### src/rtl/ahb_matrix_pkg.sv
// Shared AHB matrix encodings: HTRANS/HBURST codes and fixed-burst beat counts.
package ahb_matrix_pkg;

   typedef enum logic [1:0] {
      TR_IDLE   = 2'b00,
      TR_BUSY   = 2'b01,
      TR_NONSEQ = 2'b10,
      TR_SEQ    = 2'b11
   } htrans_e;

   typedef enum logic [2:0] {
      HB_SINGLE = 3'b000,
      HB_INCR   = 3'b001,
      HB_WRAP4  = 3'b010,
      HB_INCR4  = 3'b011,
      HB_WRAP8  = 3'b100,
      HB_INCR8  = 3'b101,
      HB_WRAP16 = 3'b110,
      HB_INCR16 = 3'b111
   } hburst_e;

   // Beats still owed after the NONSEQ beat of a fixed-length burst
   localparam logic [3:0] BEATS_NONE    = 4'd0;
   localparam logic [3:0] BEATS_LEFT_4  = 4'd3;
   localparam logic [3:0] BEATS_LEFT_8  = 4'd7;
   localparam logic [3:0] BEATS_LEFT_16 = 4'd15;

   function automatic logic [3:0] burst_beats_left(input logic [2:0] hburst);
      logic [3:0] beats;
      case (hburst_e'(hburst))
         HB_WRAP4,  HB_INCR4:  beats = BEATS_LEFT_4;
         HB_WRAP8,  HB_INCR8:  beats = BEATS_LEFT_8;
         HB_WRAP16, HB_INCR16: beats = BEATS_LEFT_16;
         default:              beats = BEATS_NONE;
      endcase
      return beats;
   endfunction

endpackage

### src/rtl/ahb_matrix_arb_rr_pick.sv
// Rotating priority encoder: first requester at or after start_idx (wrapping) wins.
module ahb_matrix_arb_rr_pick
   import ahb_matrix_pkg::*;
#(
   parameter int NUM_PORTS = 3,
   parameter int PORT_W    = 2
)
(
   input  logic [NUM_PORTS-1:0] req,
   input  logic [PORT_W-1:0]    start_idx,
   output logic [PORT_W-1:0]    winner,
   output logic                 valid
);

   localparam logic [PORT_W:0] PORTS_W = (PORT_W+1)'(NUM_PORTS);

   logic [PORT_W:0]   sum_s;
   logic [PORT_W-1:0] idx_s;

   // Walk offsets from farthest to nearest so the nearest requester is the last write
   always_comb begin
      winner = start_idx;
      valid  = 1'b0;
      sum_s  = '0;
      idx_s  = '0;
      for (int i = NUM_PORTS - 1; i >= 0; i--) begin
         sum_s = {1'b0, start_idx} + (PORT_W+1)'(i);
         if (sum_s >= PORTS_W) begin
            sum_s = sum_s - PORTS_W;
         end else begin
            sum_s = sum_s;
         end
         idx_s = sum_s[PORT_W-1:0];
         if (req[idx_s]) begin
            winner = idx_s;
            valid  = 1'b1;
         end else begin
            valid  = valid;
         end
      end
   end

endmodule

### src/rtl/ahb_matrix_arb_rr.sv
// Round-robin output-stage arbiter with fixed/undefined burst hold.
// Optional master lock hold enabled by defining AHB_MATRIX_ARB_LOCK_EN.
module ahb_matrix_arb_rr
   import ahb_matrix_pkg::*;
#(
   parameter int NUM_PORTS = 3,
   parameter int PORT_W    = 2
)
(
   input  logic                 HCLK,
   input  logic                 HRESETn,
   input  logic [NUM_PORTS-1:0] req_port,
   input  logic                 HREADYM,
   input  logic                 HSELM,
   input  logic [1:0]           HTRANSM,
   input  logic [2:0]           HBURSTM,
   input  logic                 HMASTLOCKM,
   output logic [PORT_W-1:0]    addr_in_port,
   output logic                 no_port
);

   localparam logic [PORT_W-1:0] LAST_PORT = PORT_W'(NUM_PORTS - 1);

   logic [PORT_W-1:0] grant_r;
   logic [PORT_W-1:0] grant_nxt_s;
   logic [PORT_W-1:0] start_s;
   logic [PORT_W-1:0] winner_s;
   logic              no_port_r;
   logic              no_port_nxt_s;
   logic              pick_valid_s;
   logic [3:0]        cnt_r;
   logic [3:0]        cnt_nxt_s;
   logic              accept_s;
   logic              holder_req_s;
   logic              burst_hold_s;
   logic              hold_s;

   assign accept_s     = HSELM & ~no_port_r;
   assign holder_req_s = ~no_port_r & req_port[grant_r];
   assign start_s      = (grant_r == LAST_PORT) ? '0 : grant_r + PORT_W'(1);

   ahb_matrix_arb_rr_pick #(
      .NUM_PORTS (NUM_PORTS),
      .PORT_W    (PORT_W)
   ) u_pick (
      .req       (req_port),
      .start_idx (start_s),
      .winner    (winner_s),
      .valid     (pick_valid_s)
   );

   // Burst hold decision and beat counter next state
   always_comb begin
      cnt_nxt_s    = cnt_r;
      burst_hold_s = 1'b0;
      if (!holder_req_s) begin
         cnt_nxt_s = BEATS_NONE;
      end else if (accept_s) begin
         if (cnt_r != BEATS_NONE) begin
            case (htrans_e'(HTRANSM))
               TR_SEQ: begin
                  cnt_nxt_s    = cnt_r - 4'd1;
                  burst_hold_s = (cnt_r != 4'd1);
               end
               TR_BUSY: burst_hold_s = 1'b1;
               default: cnt_nxt_s    = BEATS_NONE;
            endcase
         end else begin
            case (htrans_e'(HTRANSM))
               TR_NONSEQ: begin
                  cnt_nxt_s    = burst_beats_left(HBURSTM);
                  burst_hold_s = (cnt_nxt_s != BEATS_NONE);
               end
               TR_SEQ, TR_BUSY: burst_hold_s = (hburst_e'(HBURSTM) == HB_INCR);
               default:         burst_hold_s = 1'b0;
            endcase
         end
      end else begin
         burst_hold_s = (cnt_r != BEATS_NONE);
      end
   end

`ifdef AHB_MATRIX_ARB_LOCK_EN
   logic lock_r;
   logic lock_nxt_s;

   assign lock_nxt_s = accept_s ? HMASTLOCKM : lock_r;
   assign hold_s     = burst_hold_s | lock_nxt_s;

   // Lock flag follows HMASTLOCKM of each accepted transfer
   always_ff @(posedge HCLK or negedge HRESETn) begin
      if (!HRESETn) begin
         lock_r <= 1'b0;
      end else if (HREADYM) begin
         lock_r <= lock_nxt_s;
      end
   end
`else
   logic lock_unused_s;

   assign lock_unused_s = HMASTLOCKM;
   assign hold_s        = burst_hold_s;
`endif

   // Grant next state: hold, rotate to next requester, or park with no port
   always_comb begin
      grant_nxt_s   = grant_r;
      no_port_nxt_s = no_port_r;
      if (hold_s) begin
         no_port_nxt_s = 1'b0;
      end else if (pick_valid_s) begin
         grant_nxt_s   = winner_s;
         no_port_nxt_s = 1'b0;
      end else begin
         no_port_nxt_s = 1'b1;
      end
   end

   // Grant and beat counter registers advance only on ready cycles
   always_ff @(posedge HCLK or negedge HRESETn) begin
      if (!HRESETn) begin
         grant_r   <= '0;
         no_port_r <= 1'b1;
         cnt_r     <= BEATS_NONE;
      end else if (HREADYM) begin
         grant_r   <= grant_nxt_s;
         no_port_r <= no_port_nxt_s;
         cnt_r     <= cnt_nxt_s;
      end
   end

   assign addr_in_port = grant_r;
   assign no_port      = no_port_r;

endmodule

### config.mk
export PLATFORM = sky130hd
export DESIGN_NAME = ahb_matrix_arb_rr
export DESIGN_NICKNAME = d
export VERILOG_FILES = /design/src/rtl/ahb_matrix_pkg.sv /design/src/rtl/ahb_matrix_arb_rr_pick.sv /design/src/rtl/ahb_matrix_arb_rr.sv
export SDC_FILE = /design/constraint.sdc
export NUM_CORES = 1
export LEC_CHECK = 0
export CAP_MARGIN = 20
export CORE_UTILIZATION = 51
export CTS_CLUSTER_SIZE = 12
export DETAILED_ROUTE_END_ITERATION = 7
export GPL_TIMING_DRIVEN = 1
export PLACE_DENSITY_LB_ADDON = 0.05
export SLEW_MARGIN = 20
export SYNTH_ARGS = -nofsm -noshare
export SYNTH_HDL_FRONTEND = slang
export SYNTH_HIERARCHICAL = 1
export SYNTH_SLANG_ARGS = --single-unit
### constraint.sdc
create_clock -name HCLK -period 3.41 [get_ports HCLK]
set_clock_uncertainty 0.1 [all_clocks]
set_input_delay 0.5115 -clock HCLK [delete_from_list [all_inputs] [get_ports HCLK]]
set_output_delay 0.5115 -clock HCLK [all_outputs]
set_load 0.01 [all_outputs]
Word-level counts from Yosys, hierarchy flattened:

Index checks and enable logic that the tools add are counted.

* add/sub/neg operators: 7
* $lt $le $gt $ge: 7
* equal/unequal tests: 15
* muxes and demuxes: 35
* bitwise gates (word level): 4
* reductions and logical operators: 8

Operators with widths (count)
* 2-to-1 mux 4 bit: 8
* 2-to-1 mux 2 bit: 7
* equality test 3 bit (second input constant): 4
* less-than comparator 2 x 3 -> 1 bit (second input constant): 4
* 2-to-1 mux 1 bit: 12
* one-hot mux 4 bit (3 select lines): 1
* binary-select mux 1 bit (select 2 bit): 4
* one-hot mux 4 bit (2 select lines): 1
* nonzero test 4 bit: 2
* OR reduction 2 bit: 4
* equality test 2 bit (second input constant): 3
* equality test 3 x 2 -> 1 bit (second input constant): 2
* greater-or-equal comparator 3 x 2 -> 1 bit (second input constant): 2
* subtractor 2 bit (second input constant): 3
* inequality test 4 x 1 -> 1 bit (second input constant): 1
* one-hot mux 1 bit (2 select lines): 2
* AND reduction 4 bit: 1
* subtractor 4 x 1 -> 4 bit (second input constant): 1
* adder 2 x 1 -> 3 bit (second input constant): 1
* adder 2 x 2 -> 3 bit (second input constant): 1
* equality test 3 x 1 -> 1 bit (second input constant): 1
* inequality test 3 x 1 -> 1 bit (second input constant): 1
* inequality test 3 bit (second input constant): 1
* AND reduction 3 bit: 1
* 6 further kinds: 8

* register bits: 7

Logic depth before layout (Yosys ltp):

Gate-level depths: netlist of the first run.

* depth after elaboration: 14
* mapped depth: 11
* depth with buffers taken out: 10

Hierarchy:

Netlist of the first run, hierarchy kept.

Modules (own cells, without submodules)
* ahb_matrix_arb_rr: instances 1, cells an instance 61, area an instance 581.8 um^2, sequential area each 176.4 um^2
* ahb_matrix_arb_rr_pick: instances 1, cells an instance 39, area an instance 266.5 um^2, sequential area each 0.0 um^2

Least setup slack after synthesis of the first run:

No wires, ideal clock.

* kind: register to register
* start: register grant_r[0], in the netlist addr_in_port[0]
* end: register grant_r[0], in the netlist addr_in_port[0]
* data arrival time: 2.192 ns
* slack: 0.990 ns
* cell stages (with the launch flop): 10
* period minus slack after synthesis: 2.420 ns
* path through: dfrtp_1 > nor2b_1 > inv_1 > ha_1 > buf_2 > and2b_4 > a211oi_2 > o221ai_1 > o211ai_2 > mux2_1

* word-level cells in the longest chain between the ends: 11

Ends and longest elaborated chain
* start, declared: line ahb_matrix_arb_rr.sv:24 `logic [PORT_W-1:0] grant_r;`
* start signal, assigned: line ahb_matrix_arb_rr.sv:126 `grant_r <= grant_nxt_s;`
* adder 2 x 1 -> 2 bit / equality test 2 bit (equally long branches): line ahb_matrix_arb_rr.sv:40 `assign start_s = (grant_r == LAST_PORT) ? '0 : grant_r + PORT_W'(1);`
* 2-to-1 mux 2 bit *: line ahb_matrix_arb_rr.sv:40
* named net start_s[1]: line ahb_matrix_arb_rr.sv:26 `logic [PORT_W-1:0] start_s;`
* adder 2 x 2 -> 3 bit: line ahb_matrix_arb_rr_pick.sv:27 `sum_s = {1'b0, start_idx} + (PORT_W+1)'(i);`
* greater-or-equal comparator 3 x 2 -> 1 bit / subtractor 2 bit (equally long branches): line ahb_matrix_arb_rr_pick.sv:28, ahb_matrix_arb_rr_pick.sv:29
* 2-to-1 mux 2 bit: line ahb_matrix_arb_rr_pick.sv:28 `if (sum_s >= PORTS_W) begin`
* binary-select mux 1 bit (select 2 bit): line ahb_matrix_arb_rr_pick.sv:34 `if (req[idx_s]) begin`
* 2-to-1 mux 1 bit (not written as such): line ahb_matrix_arb_rr_pick.sv:34
* 2-to-1 mux 1 bit (2 in series): line ahb_matrix_arb_rr_pick.sv:34
* 2-to-1 mux 1 bit *: line ahb_matrix_arb_rr_pick.sv:34
* named net pick_valid_s: line ahb_matrix_arb_rr.sv:30 `logic pick_valid_s;`
* AND reduction 3 bit (no source line) *

The timed path passes the listed nets; every way through them passes the cells marked *. The select of a mux whose other input is x is not followed.
A chain may end at the register's enable or synchronous reset.

Worst setup path after layout of the first run:

Ends and elaborated chain as after synthesis.

==> results of run 1 <==
## state kept, by name (all words and copies together) (netlist names)
| signal | flops |
|---|---|
| cnt_r | 4 |
| addr_in_port | 2 |
| no_port | 1 |
## cell families after synthesis
group | after synthesis | synth area share
mux | 6 | 0.07522
buf+inv | 10 | 0.05457
flops | 7 | 0.2080
compound gates | 34 | 0.3142
fa+ha+maj | 6 | 0.08849
simple gates | 37 | 0.2596
## Yosys cell counts (2+ instances only)
cell type and number:
o21ai_0 5, dfrtp_1 6, a211oi_1 2, nor2b_1 4, inv_1 8, a31oi_1 2
nand2b_1 4, mux2i_1 3, nor2_1 8, o31a_2 2, ha_1 6, o31ai_1 5
nand2_1 9, a21oi_1 5, mux2_1 2
## how the worst max path moves through the flow
stage / from / to / slack [ns] / depth (start not counted)
2_1_floorplan: addr_in_port[0]$_DFFE_PN0P_ / addr_in_port[0]$_DFFE_PN0P_ / 0.99 / 9
3_3_place_gp: addr_in_port[0]$_DFFE_PN0P_ / addr_in_port[0]$_DFFE_PN0P_ / 0.82 / 9
3_5_place_dp: addr_in_port[0]$_DFFE_PN0P_ / addr_in_port[0]$_DFFE_PN0P_ / 0.73 / 8
4_1_cts: addr_in_port[0]$_DFFE_PN0P_ / addr_in_port[0]$_DFFE_PN0P_ / 0.72 / 8
5_1_grt: addr_in_port[1]$_DFFE_PN0P_ / addr_in_port[1]$_DFFE_PN0P_ / 0.52 / 8
6_report: addr_in_port[0]$_DFFE_PN0P_ / addr_in_port[0]$_DFFE_PN0P_ / 0.66 / 8
## metal layers
metal,vias to the layer above,global-route usage,share of wire
met5,-,0,0
met1,381,0.3219,0.50
met3,0,0.02553,0.029
met2,19,0.3485,0.47
met4,0,0.09375,0
li1,403,-,-
## power breakdown
group,leakage (nW),internal (mW),switching [mW],total [mW]
clock,0.0150,0.0443,0.0253,0.0697
sequential,0.0900,0.115,0.0397,0.155
combinational,0.315,0.284,0.338,0.622
## area by class of cell
class | instances | area [sq um]
tap | 16 | 20.02
sequential | 7 | 176.4
timing repair buffer | 14 | 140.1
inverter | 8 | 30.03
multi-input combinational | 83 | 625.6
fill | 134 | 505.5
clock buffer | 4 | 26.28
## per-stage QoR
stage	std cells	util	total power [mW]
3_5_place_dp	128	0.6511	0.7662
6_report	132	0.6683	0.8469
2_1_floorplan	100	-	0.6485
5_1_grt	132	0.6683	0.9294
4_1_cts	132	0.6683	0.8423
3_3_place_gp	128	0.6511	0.7414
==> results.md, run 1 <==
- Status: finished, final reports clean
- Global-route wire length before repair: 3229 um
- Synth area leader: dfrtp_1
- Core ar.: 1524 sq um
- Worst r2r src: addr_in_port[0]$_DFFE_PN0P_
- H-tree level count: 1
- Drt initial violations: 24
- CP peak stage delay: 0.48 ns
- WL final: 1859 um
- Flops & latches, synth: 7
- Slew Limit Fails: 0
- Pwr dens: 831.5 nW/um^2
- Slew @ Worst Pin: 0.5425 ns
- Synth warn: 6
- Number of distinct library cells after synthesis: 44
- Commonest non-fill, non-tap cell in the layout: clkdlybuf4s50_1
- CTS hold repair buffers: 0
- FF-to-FF path depth: 8
- Clock Latency Late Sink: 0.24 ns
- Vias: 803
- Clock Tree Buf Depth: 2
- Number of antenna violations at the first check in global routing: 0
- Mapped Area: 848.3 sq um
- Worst R2R End: addr_in_port[0]$_DFFE_PN0P_
- WP data required: 3.43 ns
- Static Leak: 0.4198 nW
- Pre-CTS setup slack: 0.7328 ns
- First-pass DRT Iterations: 4
- Final WS setup: 0.6640 ns
- Max Fanout on Critical Path: 10
- Main flop type after synthesis: dfrtp_1
- Most frequent cells in the layout: clkdlybuf4s50_1, nand2_1, inv_1, nor2_1
- Ant. Diodes: 0
- Starting density of the core: 0.5567
- Synth Net Count: 119
- FP Rows: 14
- Cell chain of the critical path: nor2b_1 -> ha_1 -> nand2_2 -> and3b_1 -> a211oi_2 -> o221ai_1 -> o211ai_2 -> mux2_1
- Grt ovf: 0
- CP top delay family: simple AND/OR/NAND/NOR gates
- CP endpoint kind: flip-flop
- HP Class: primary input to asynchronous set/reset pin
- RePlAce Congestion: 0.8619
- Async S/R FF share, synth: 1.000
- Clock Tree Root: clkbuf_4
- CP startpoint kind: flip-flop
- Share of the synthesized area in the top cell type: 0.1770
- Cts bufs inserted: 3
- Crit path kind: flip-flop to flip-flop
- Post-CTS sizing: 0
- Fin Setup TNS: 0 ns
- Routed Antenna Nets: 0
- Final Hold Viols: 0
- Max frequency: 364.2 MHz
- Largest net degree at the start of global routing: 11
- Max-slew headroom: 0.6376
- Mean Syn Cell Area: 8.483 sq um
- Max Cap Viol: 0
- Remaining DRCs: 0
- Sequential-to-total area share from yosys stat: 0.2080
- Synth-to-Final Area Change: 20.06%
- Fin crit share: 0.8053
- Post-CTS setup buffers: 0
- Layout cell share with drive strength beyond 1: 0.1379
- R2R Setup Slk: 0.66 ns
- Hold slack final: 0.4222 ns
- Avg WL per Cell: 14.08 um
- Vias in the first global route: 726
- CTS tree: done
- Chip height: 42.79 um
- Final Instance Area: 1018 sq um
- Worst vdd ir: 0.0005589 V
- Die ar.: 1831 sq um
- Nets: 136
- Worst path slowest cell: nor2b_1
- Mapped Cells: 100
- Post-synth EDFFs: 0
- CTS clk-pin slew, worst paths: 0.05 ns
- Area after DPL: 992.2 sq um
- WP data arrival: 2.77 ns
- Area contributors post-synth: dfrtp_1, ha_1, o31ai_1
- Worst path bufs/invs: 0
- Sink Count: 7
- RSZ-0062 raised after global routing: false
- Detailed placement HPWL: 1446 um
- Die W: 42.79 um
- Global Route Usage Sum: 0.2275
- Final setup viols: 0
- Via density: 6.083
- Buffers on Ports: 14
- Io pins: 16
- Min Clock Period, post-route: 2.746 ns
No activity file was read; power rests on OpenSTA's default activity.
==> inputs of run 2 (changes only) <==
==> constraint.sdc (replaced) <==
create_clock -name HCLK -period 2.7 [get_ports HCLK]
set_clock_uncertainty 0.1 [all_clocks]
set_input_delay 0.405 -clock HCLK [delete_from_list [all_inputs] [get_ports HCLK]]
set_output_delay 0.405 -clock HCLK [all_outputs]
set_load 0.01 [all_outputs]
==> run 2 against run 1 <==
  * Clock-buffer cell count did not move
  * Global-route usage fell by 0.24 points
  * Combinational power rose by 30%
  * Flip-flop and latch count did not move
  * Register-to-register slack got worse by 0.49 ns
  * Cell count rose by 1.5%
  * Critical path type unchanged
  * Critical endpoint unchanged
  * Largest power group unchanged
  * Highest routed layer is now met4
==> results.md, run 2 (synthesized netlist as in run 1, its figures left out) <==
- WP data required: 2.72 ns (-0.71 ns)
- Cell Count Post-Placement: 130 (+1.6%)
- CP startpoint kind: flip-flop
- Starting density of the core: 0.5567 (unchanged)
- First-pass DRT Iterations: 4 (unchanged)
- Register Area: 176.4 sq um (unchanged)
- CTS tree: done
- WL final: 1780 um (-4.2%)
- Max Fanout on Critical Path: 10 (unchanged)
- Remaining DRCs: 0 (unchanged)
- Crit path from: addr_in_port[0]$_DFFE_PN0P_
- RePlAce Congestion: 0.8223 (-4.6%)
- Nets: 138 (+1.5%)
- Drt initial violations: 19 (-21%)
- Status: finished, final reports clean
- Worst path slowest cell: ha_2
- HP Class: primary input to asynchronous set/reset pin
- Via density: 6.112 (+0.47%)
- Area used by multi-input combinational logic: 630.6 sq um (+0.80%)
- Synth-to-Final Area Change: 22.42%
- Global-route wire length before repair: 3187 um (-1.3%)
- Static Leak: 0.4284 nW (+2.0%)
- Min Clock Period, post-route: 2.523 ns (-0.2230 ns)
- Core ar.: 1524 sq um (unchanged)
- Largest register FFs: 4 (unchanged)
- WP data arrival: 2.54 ns (-0.23 ns)
- Non-Filler Instances: 134 (+1.5%)
- Vias: 819 (+2.0%)
- Crit path kind: flip-flop to flip-flop
- H-tree level count: 1 (unchanged)
- Max-slew headroom: 0.7128 (+0.07518)
- Max Cap Viol: 0 (unchanged)
- CTS clk-pin slew, worst paths: 0.05 ns (about the same)
- Max frequency: 396.4 MHz (+8.8%)
- Pwr dens: 1049 nW/um^2 (+26%)
- Fin crit share: 0.9344 (+0.1292)
- Clock Tree Root: clkbuf_4
- Die ar.: 1831 sq um (unchanged)
- Io pins: 16 (unchanged)
- Worst vdd ir: 0.0007274 V (+30%)
- Final setup viols: 0 (unchanged)
- Final Hold Viols: 0 (unchanged)
- Sink Count: 7 (unchanged)
- Worst path bufs/invs: 1 (+1)
- Cts bufs inserted: 3 (unchanged)
- Avg WL per Cell: 13.28 um (-5.7%)
- Fin Setup TNS: 0 ns (unchanged)
- Worst R2R End: addr_in_port[0]$_DFFE_PN0P_
- Worst r2r src: addr_in_port[0]$_DFFE_PN0P_
- Routed Antenna Nets: 0 (unchanged)
- Largest register by flop count: cnt_r
- Grt ovf: 0 (unchanged)
- Most frequent cells in the layout: clkdlybuf4s50_1, nand2_1, inv_1
- Slew Limit Fails: 0 (unchanged)
- CP endpoint kind: flip-flop
- Ant. Diodes: 0 (unchanged)
- CP top delay family: compound AO/OA/AOI/OAI gates
- Detailed placement HPWL: 1439 um (-0.46%)
- Cell chain of the critical path: nor2_2 -> inv_1 -> ha_2 -> nand2_2 -> and3b_1 -> a211oi_2 -> o221ai_1 -> o211ai_2 -> mux2_1
- Chip height: 42.79 um (unchanged)
- Global Route Usage Sum: 0.2251 (-0.002447)
- Buffers on Ports: 14 (unchanged)
- Number of fill cells: 125 (-6.7%)
- Die W: 42.79 um (unchanged)
- Number of antenna violations at the first check in global routing: 0 (unchanged)
- FF-to-FF path depth: 9 (+1)
- Largest net degree at the start of global routing: 11 (unchanged)
- Clock Tree Buf Depth: 2 (unchanged)
- Layout cell share with drive strength beyond 1: 0.1695 (+0.03156)
- Clock Latency Late Sink: 0.24 ns (about the same)
- Vias in the first global route: 795 (+9.5%)
- CTS hold repair buffers: 0 (unchanged)
- Slew @ Worst Pin: 0.4272 ns (-0.1153 ns)
- FP Rows: 14 (unchanged)
- CP peak stage delay: 0.43 ns (-0.05 ns)
- Commonest non-fill, non-tap cell in the layout: clkdlybuf4s50_1
- RSZ-0062 raised after global routing: false
- R2R Setup Slk: 0.18 ns (-0.49 ns)
## run 2: cell count changes in the layout (fill, tap and decap cells not counted)
cell	previous run	this run
buf_4	0	2
ha_1	6	5
ha_2	0	1
nor2_2	0	1
nor2_1	8	7
## run 2: worst register-to-register path: cells and delay by family (launching register included)
family                     cells  cell delay [ns]
buffers and inverters          1             0.09
adders and majority gates      1             0.43
and+or+nand+nor                3             0.43
muxes                          1             0.34
AOI/OAI and AO/OA              3             0.58
DFF                            1             0.41
## run 2: stage by stage
step	area (sq um)	hold WS, ns	total power, mW	worst slack, ns	util
after floorplan	848.3	0.009409	0.8190	0.2801	-
after global placement	1007	0.4019	0.9574	0.1277	0.6609
after detailed placement	1007	0.4137	0.9865	0.04843	0.6609
after CTS	1033	0.3176	1.079	0.03727	0.6782
after global routing	1039	0.3417	1.189	0.01517	0.6814
final	1039	0.3143	1.089	0.1770	0.6814
## run 2: how the worst max path moves through the flow
stage / to / cells past startpoint / slack, ns
3_5_place_dp: addr_in_port[0]$_DFFE_PN0P_ / 9 / 0.05
3_3_place_gp: addr_in_port[0]$_DFFE_PN0P_ / 9 / 0.13
2_1_floorplan: addr_in_port[0]$_DFFE_PN0P_ / 9 / 0.28
4_1_cts: addr_in_port[0]$_DFFE_PN0P_ / 9 / 0.04
6_report: addr_in_port[0]$_DFFE_PN0P_ / 9 / 0.18
5_1_grt: addr_in_port[0]$_DFFE_PN0P_ / 9 / 0.02
## run 2: area by class of cell
| class | count | share of cell area |
|---|---|---|
| clock buffer | 4 | 0.02530 |
| inverter | 8 | 0.02892 |
| multi-input combinational | 83 | 0.6072 |
| sequential | 7 | 0.1699 |
| tap | 16 | 0.01928 |
| timing repair buffer | 16 | 0.1494 |
## run 2: power breakdown
part           total [mW]  switching [mW]  internal (mW)  leakage, nW
registers           0.196          0.0502          0.146       0.0900
clock network      0.0872          0.0312         0.0559       0.0150
logic               0.806           0.422          0.384        0.323
## run 2: routing by layer
layer  routed length, um  vias up  part of all wire  track usage
met5                   0        -                 0            0
li1                    -      404                 -            -
met4                  14        0            0.0079       0.1063
met3                  69        2             0.039      0.02979
met2                 813       24              0.46       0.3636
met1                 882      389              0.50       0.2937
## run 2: timing repair
action                                  in CTS  in global routing
endpoints found under the setup margin       0                  3
endpoints found under the hold margin        0                  0
gates resized for setup                      0                  2
setup buffers                                0                  0
